### config.mk
export PLATFORM = sky130hd
export DESIGN_NAME = mips_lsu
export DESIGN_NICKNAME = d
export VERILOG_FILES = /design/src/rtl/mips_lsu_pkg.sv /design/src/rtl/mips_lsu_align.sv /design/src/rtl/mips_lsu.sv
export SDC_FILE = /design/constraint.sdc
export NUM_CORES = 1
export LEC_CHECK = 0
export CAP_MARGIN = 10
export CORE_UTILIZATION = 41
export DETAILED_ROUTE_END_ITERATION = 12
export GPL_TIMING_DRIVEN = 0
export PLACE_DENSITY = 0.79
export SYNTH_ARGS = -nofsm -noshare
export SYNTH_HDL_FRONTEND = slang
export SYNTH_SLANG_ARGS = --single-unit
export TNS_END_PERCENT = 50
### constraint.sdc
create_clock -name clk -period 1.5 [get_ports clk]
set_input_delay 0.225 -clock clk [delete_from_list [all_inputs] [get_ports clk]]
set_output_delay 0.225 -clock clk [all_outputs]
set_load 0.02 [all_outputs]
### src/rtl/mips_lsu_pkg.sv
// mips_lsu_pkg: size encodings, FSM state, lane width and request decode helpers
package mips_lsu_pkg;
  localparam int LANES = 4;
  localparam logic [1:0] SZ_BYTE = 2'b00;
  localparam logic [1:0] SZ_HALF = 2'b01;
  localparam logic [1:0] SZ_WORD = 2'b10;
  typedef enum logic [1:0] {IDLE, ACCESS, RESP} state_t;
  function automatic logic misaligned(input logic [1:0] size, input logic [1:0] a);
    return (size == SZ_HALF && a[0]) || (size == SZ_WORD && a != 2'b00) || size == 2'b11;
  endfunction
  function automatic logic [LANES-1:0] lane_be(input logic [1:0] size, input logic [1:0] a);
    return size == SZ_BYTE ? 4'b0001 << a : size == SZ_HALF ? 4'b0011 << a : 4'b1111;
  endfunction
  function automatic logic [31:0] wdata_rep(input logic [1:0] size, input logic [31:0] w);
    return size == SZ_BYTE ? {4{w[7:0]}} : size == SZ_HALF ? {2{w[15:0]}} : w;
  endfunction
endpackage

### src/rtl/mips_lsu_align.sv
// mips_lsu_align: little-endian load lane select and sign/zero extension
//   rdata: memory word, addr: byte offset, size: access size,
//   unsigned_ld: zero-extend when 1, data: extended result (word loads pass through)
module mips_lsu_align
  import mips_lsu_pkg::*;
(
  input  logic [31:0] rdata,
  input  logic [1:0]  addr,
  input  logic [1:0]  size,
  input  logic        unsigned_ld,
  output logic [31:0] data
);
  logic [7:0]  b;
  logic [15:0] h;
  assign b = rdata[{addr, 3'b000} +: 8];
  assign h = addr[1] ? rdata[31:16] : rdata[15:0];
  always_comb
    data = size == SZ_BYTE ? {{24{~unsigned_ld & b[7]}}, b} :
           size == SZ_HALF ? {{16{~unsigned_ld & h[15]}}, h} : rdata;
endmodule

### src/rtl/mips_lsu.sv
// mips_lsu: MIPS load/store unit with alignment checks, lane steering and ack timeout
//   req_*: CPU request (valid/ready handshake), rsp_*: one-cycle response strobe
//   with held data/error, mem_*: word-addressed memory port held until mem_ack,
//   busy: not idle
module mips_lsu
  import mips_lsu_pkg::*;
#(
  parameter int ADDR_W  = 32,
  parameter int TIMEOUT = 255
) (
  input  logic              clk,
  input  logic              reset,
  input  logic              req_valid,
  output logic              req_ready,
  input  logic              req_we,
  input  logic [1:0]        req_size,
  input  logic              req_unsigned,
  input  logic [ADDR_W-1:0] req_addr,
  input  logic [31:0]       req_wdata,
  output logic              rsp_valid,
  output logic [31:0]       rsp_rdata,
  output logic              rsp_err,
  output logic              mem_req,
  output logic              mem_we,
  output logic [LANES-1:0]  mem_be,
  output logic [ADDR_W-3:0] mem_addr,
  output logic [31:0]       mem_wdata,
  input  logic              mem_ack,
  input  logic [31:0]       mem_rdata,
  output logic              busy
);
  localparam int CW = $clog2(TIMEOUT + 1);
  state_t state;
  logic [CW-1:0] cnt;
  logic we_q, uns_q, bad;
  logic [1:0] size_q, lo_q;
  logic [31:0] ld_data;
  assign bad = misaligned(req_size, req_addr[1:0]);
  mips_lsu_align u_align (
    .rdata(mem_rdata), .addr(lo_q), .size(size_q), .unsigned_ld(uns_q), .data(ld_data)
  );
  always_ff @(posedge clk) begin
    if (reset) begin
      state     <= IDLE;
      cnt       <= '0;
      req_ready <= 1'b1;
      busy      <= 1'b0;
      rsp_valid <= 1'b0;
      rsp_rdata <= '0;
      rsp_err   <= 1'b0;
      mem_req   <= 1'b0;
      mem_we    <= 1'b0;
      mem_be    <= '0;
      mem_addr  <= '0;
      mem_wdata <= '0;
      we_q      <= 1'b0;
      uns_q     <= 1'b0;
      size_q    <= '0;
      lo_q      <= '0;
    end else begin
      case (state)
        IDLE: if (req_valid) begin
          we_q      <= req_we;
          uns_q     <= req_unsigned;
          size_q    <= req_size;
          lo_q      <= req_addr[1:0];
          mem_addr  <= req_addr[ADDR_W-1:2];
          mem_wdata <= wdata_rep(req_size, req_wdata);
          req_ready <= 1'b0;
          busy      <= 1'b1;
          cnt       <= '0;
          if (bad) begin
            state     <= RESP;
            rsp_valid <= 1'b1;
            rsp_err   <= 1'b1;
            rsp_rdata <= '0;
          end else begin
            state   <= ACCESS;
            mem_req <= 1'b1;
            mem_we  <= req_we;
            mem_be  <= lane_be(req_size, req_addr[1:0]);
          end
        end
        // ack on the expiry cycle still completes the access normally
        ACCESS: if (mem_ack || cnt == CW'(TIMEOUT - 1)) begin
          state     <= RESP;
          mem_req   <= 1'b0;
          mem_we    <= 1'b0;
          mem_be    <= '0;
          rsp_valid <= 1'b1;
          rsp_err   <= ~mem_ack;
          rsp_rdata <= mem_ack && !we_q ? ld_data : '0;
        end else cnt <= cnt + 1'b1;
        RESP: begin
          state     <= IDLE;
          rsp_valid <= 1'b0;
          req_ready <= 1'b1;
          busy      <= 1'b0;
        end
        default: state <= IDLE;
      endcase
    end
  end
endmodule
; Word-level counts from Yosys, hierarchy flattened
; Index checks and enable logic that the tools add are counted.
[classes]
addsub = 1
eq_ne = 12
shift = 3
mux = 40
bitwise_logic = 4
n_reduce_logical = 21
[op_table]
columns = cell, count
row1 = 32-bit two-way mux, 8
row2 = 32-bit one-hot mux with 2 select lines, 1
row3 = 32-bit by 6-bit variable part select with 8-bit output, 1
row4 = 4-bit two-way mux, 5
row5 = 16-bit two-way mux, 1
row6 = 8-bit two-way mux, 2
row7 = 8-bit one-hot mux with 2 select lines, 1
row8 = 4-bit AND reduction, 3
row9 = 1-bit two-way mux, 11
row10 = 2-bit != test (second input constant), 5
row11 = 1-bit one-hot mux with 2 select lines, 5
row12 = 8-bit by 1-bit adder with 8-bit output (second input constant), 1
row13 = 8-bit equality test (second input constant), 1
row14 = 4-bit one-hot mux with 2 select lines, 1
row15 = 2-bit by 1-bit equality test with 1-bit output (second input constant), 3
row16 = 2-bit equality test (second input constant), 3
row17 = 2-bit logical NOT, 3
row18 = 2-bit two-way mux, 3
row19 = 2-bit AND reduction, 3
row20 = 2-bit nonzero test, 3
row21 = 2-bit one-hot mux with 2 select lines, 1
row22 = 1-bit by 2-bit left shift with 4-bit output (first input constant), 1
row23 = 2-bit by 2-bit left shift with 4-bit output (first input constant), 1
row24 = 1-bit logical AND, 3
row25 = 7 further kinds, 11
[word_totals]
reg_bits = 120
input_bits = 104
output_inout_bits = 104

; Depth between registers and ports, before layout
[depth]
word_depth = 7
ltp_mapped = 7

; Cells and area by module
; From an unflattened synthesis, not the netlist that was laid out.
[hier_totals]
hier_cells = 666
hier_area_um2 = 5683.0
[modules_own_cells]
columns = module, instances, cells_per_inst, area_per_inst_um2
row1 = mips_lsu, 1, 531, 4665.7
row2 = mips_lsu_align, 1, 135, 1017.2

; Worst setup path before layout
; Ideal clock, no wire load.
[synth_path]
kind = register to register
start = reg lo_q[0]
end = reg rsp_rdata[10]
arrival_time_ps = 1534
setup_slack_ps = -151
stages_incl_launch_ff = 6
period_less_slack_ps = 1651
cell_sequence = dfxtp_1 > buf_6 > mux4_2 > a211oi_2 > nor2_2 > a22o_1
[synth_between]
elab_chain_cells = 6
[synth_rtl]
columns = element, line_no
row1 = from (decl), mips_lsu.sv:36  ; logic [1:0] size_q, lo_q;
row2 = from (signal assigned), mips_lsu.sv:66  ; lo_q <= req_addr[1:0];
row3 = 32-bit by 6-bit variable part select with 8-bit output, mips_lsu_align.sv:15  ; assign b = rdata[{addr, 3'b000} +: 8];
row4 = 1-bit AND, mips_lsu_align.sv:18  ; data = size == SZ_BYTE ? {{24{~unsigned_ld & b[7]}}, b} :
row5 = 32-bit two-way mux, mips_lsu_align.sv:18
row6 = 32-bit two-way mux, mips_lsu.sv:92  ; rsp_rdata <= mem_ack && !we_q ? ld_data : '0;
row7 = 32-bit two-way mux, mips_lsu.sv:85  ; ACCESS: if (mem_ack || cnt == CW'(TIMEOUT - 1)) begin
row8 = 32-bit one-hot mux with 2 select lines, mips_lsu.sv:61  ; case (state)
row9 = to (signal assigned), mips_lsu.sv:92
row10 = to (decl), mips_lsu.sv:21  ; output logic [31:0] rsp_rdata,
; Every way passes these cells. The select of a mux whose other input is x is not followed.
; A chain may end at the register's enable or synchronous reset.

; Worst setup path after layout
[layout_path]
start = in mem_rdata[31]
end = reg rsp_rdata[22]
[layout_between]
elab_chain_cells = 7
elab_cells_between_ends = 9
classes_between = 1 x shift / 6 x mux / 2 x bitwise
[layout_rtl]
columns = element, line_no
row1 = from (decl), mips_lsu.sv:29  ; input logic [31:0] mem_rdata,
row2 = branches (longest 3 deep; another with 32-bit by 6-bit variable part select with 8-bit output), -
row3 = 32-bit two-way mux (*), mips_lsu_align.sv:18
row4 = 32-bit two-way mux (*), mips_lsu.sv:92
row5 = 32-bit two-way mux (*), mips_lsu.sv:85
row6 = 32-bit one-hot mux with 2 select lines (*), mips_lsu.sv:61
; Every way passes the cells marked *. The select of a mux whose other input is x is not followed.

==> impl_metrics.tcl <==
set metrics [dict create \
    status "complete, but fails checks" \
    violations "negative setup slack" \
    grt_use_met1 0.295 \
    synth_cell_types 60 \
    reg2reg_depth 5 \
    r2r_start "lo_q[0]$_SDFFE_PP0P_" \
    cts_hold_buf 0 \
    grt_pass1_wl_um 29600 \
    finalSetupViolCount 43 \
    whs_endpoint "lo_q[1]$_SDFFE_PP0P_" \
    worst_pin_slew_ns 0.634 \
    rr_endpoint "rsp_rdata[22]$_SDFFE_PP0P_" \
    wirelength_um 19800 \
    design_area_sq_um 9160 \
    most-common-layout-cells "nand2_1, dfxtp_1, dlygate4sd2_1" \
    synth-seq-area-share 0.425 \
    worst-path-buf-inv 2 \
    synth_flop_cell "dfxtp_1" \
    min_from "req_addr[1]" \
    crit_cells 6 \
    nets 1005 \
    use_met3 0.100 \
    dpl.hpwl_um 13500 \
    drtIter0Drc 581 \
    track_usage 0.269 \
    rsz0062_at_grt "true" \
    grt_start_max_net_pins 17 \
    coreArea_sq_um 13300 \
    crit_arrival_ns 2.01 \
    syn_avg_cell_area_sq_um 8.77 \
    cts_tree "done" \
    clk_pin_slew_ns 0.05 \
    timing.final.ws_setup_ns -0.214 \
    ys_seq_elements 120 \
    syn_nets 755 \
    critPathLaunchType "input pin" \
    antenna_found_initial 1 \
    cp_data_required_time_ns 1.80 \
    cp_cell_sequence "clkdlybuf4s50_1, mux4_2, nor2_8, buf_6, o21ai_1, a22o_1" \
    num_rows 42 \
    max_stage_delay_ns 0.62 \
    peakVddDrop_mv 0.672 \
    finClkSkew_ns 0.00744 \
    synthArstFlopShare 0 \
    slowest_stage "mux4_2" \
    use_met2 0.465 \
    drt_pass1_iterations 5 \
    cts_root_buf "clkbuf_16" \
    yosysWarnings 0 \
    cts_buffers 17 \
    io_pins 208 \
    dp_cells 1027 \
    placed_cell_area_sq_um 7950 \
    maxCapViolations 0 \
    route.detailed.drc 0 \
    synth_edf_count 0 \
    vias 6002 \
    path_max_fanout 4 \
    whs_ns 0.191 \
    min_path_cells 3 \
    busiest_layer "met2" \
    hold_viol 0 \
    finalCriticalPeriod_ns 1.71 \
    area_growth_pct 62.0 \
    rrSetupSlack_ns -0.20 \
    cts.htree.levels 4 \
    fin_cells 1085 \
    final_util 0.686 \
    dieArea_sq_um 14300 \
    powerDensity_nw_per_um2 1130 \
    worst_slew_margin_rel 0.578 \
    crit_family "buffers and inverters" \
    period_share 1.14 \
    die-width_um 119 \
    avgViaCountPerCell 5.53 \
    ant_nets 0 \
    worst_setup_path_end_kind "register" \
    cts_sinks 120 \
    overflow 0 \
    die_y_um 119 \
    hp-class "input pin to register" \
    p_leak_uw 0.00391 \
    final_common_cell "nand2_1" \
    power_uw 10400 \
    critical_path_class "input pin to register" \
    place_congestion 0.885 \
    wl_per_cell_um 18.3 \
    n_fill_cell 1094 \
    initial_core_util 0.424 \
    clock.fmax_mhz 584 \
    clk_latency_ns 0.41 \
    drive_above_1_share 0.195 \
    synthesis.area_sq_um 5660 \
    port_buffers 206 \
    clockBufferDepth 2 \
    drv_slew 0 \
    synth_cells 645 \
    grt_pass1_vias 5707 \
]
-- power breakdown --
group          switching, uW  internal [uW]
sequential               135           3430
clock                   1460           2740
combinational           1420           1180
total                   3020           7340
-- cell usage after synthesis (all sizes together) (5+ instances only) --
library cell,instances,area [sq um]
nand2,134,503
dfxtp,120,2400
a21oi,74,370
clkbuf,32,170
o21ai,30,154
nor2,28,124
a22o,24,210
buf,21,146
mux2i,19,190
inv,15,56.3
o22ai,15,93.8
a211oi,11,87.6
and2b,9,77.6
a311oi,8,70.1
mux4,8,206
nor3,8,40.0
o211ai,8,60.1
a221o,7,70.1
nand2b,7,43.8
o2bb2ai,7,61.3
ha,6,75.1
nand3,6,30.0
o31ai,6,45.0
nand4,5,31.3
-- layout make-up --
| class | instances | area [sq um] | share of cell area |
|---|---|---|---|
| multi-input cells | 456 | 3230 | 0.353 |
| flip-flops and latches | 120 | 2420 | 0.264 |
| well taps | 176 | 220 | 0.0240 |
| clock buffers | 20 | 467 | 0.0509 |
| repair buffers | 236 | 2240 | 0.245 |
| inverters | 16 | 63.8 | 0.00696 |
| diodes | 1 | 2.50 | 0.000273 |
| plain buffers | 48 | 372 | 0.0406 |
| clock inverters | 12 | 148 | 0.0161 |
-- cells by family (layout without fill, tap and decap cells) --
| logic type | Yosys count | count (layout) | synth area share |
|---|---|---|---|
| AO/OA/AOI/OAI | 203 | 203 | 0.242 |
| adder cells (fa/ha/maj) | 6 | 6 | 0.0133 |
| buffers and inverters | 69 | 332 | 0.0666 |
| XOR/XNOR | 5 | 5 | 0.00774 |
| flip-flops | 120 | 120 | 0.425 |
| other | 0 | 1 | 0 |
| multiplexers | 27 | 27 | 0.0701 |
| AND/OR/NAND/NOR | 215 | 215 | 0.176 |
-- worst register-to-register path: stages (launching register included) --
cell and delay, ns:
dfxtp_2 0.35, mux4_2 0.60, nor2_8 0.20, buf_6 0.14
o21ai_1 0.10, a22o_1 0.20
-- sequential cells by signal, summed over array words and instances, names as in the netlist, 2 cells and up --
signal / count
mem_be: 4
rsp_rdata: 32
state: 2
lo_q: 2
mem_wdata: 32
size_q: 2
mem_addr: 30
cnt: 8
-- what timing repair did --
action	4_1_cts	5_1_grt
gates cloned	1	2
pin swaps	17	35
resized for setup	162	93
endpoints found under the setup margin	221	116
setup buffers	19	9
-- worst max path at each step --
stage / start / slack, ns / to
final: mem_rdata[31] / -0.21 / rsp_rdata[22]$_SDFFE_PP0P_
after global routing: lo_q[0]$_SDFFE_PP0P_ / -0.24 / rsp_rdata[22]$_SDFFE_PP0P_
after CTS: lo_q[0]$_SDFFE_PP0P_ / -0.23 / rsp_rdata[18]$_SDFFE_PP0P_
after detailed placement: req_addr[1] / -0.95 / mem_we$_SDFFE_PP0P_
after global placement: req_addr[1] / -0.92 / mem_we$_SDFFE_PP0P_
after floorplan: lo_q[0]$_SDFFE_PP0P_ / -0.14 / rsp_rdata[16]$_SDFFE_PP0P_
-- through the flow --
| step | TNS [ns] | setup slack, ns |
|---|---|---|
| 2_1_floorplan | -3.00 | -0.140 |
| 3_3_place_gp | -67.47 | -0.917 |
| 3_5_place_dp | -70.81 | -0.945 |
| 4_1_cts | -6.05 | -0.233 |
| 5_1_grt | -8.52 | -0.241 |
| 6_report | -5.70 | -0.214 |
-- per-layer routing --
layer / wire (um) / vias up
li1: - / 2824
met1: 7460 / 2828
met5: 0 / -
met4: 518 / 0
met3: 2060 / 42
met2: 9780 / 308
No activity file was read; power rests on OpenSTA's default activity.
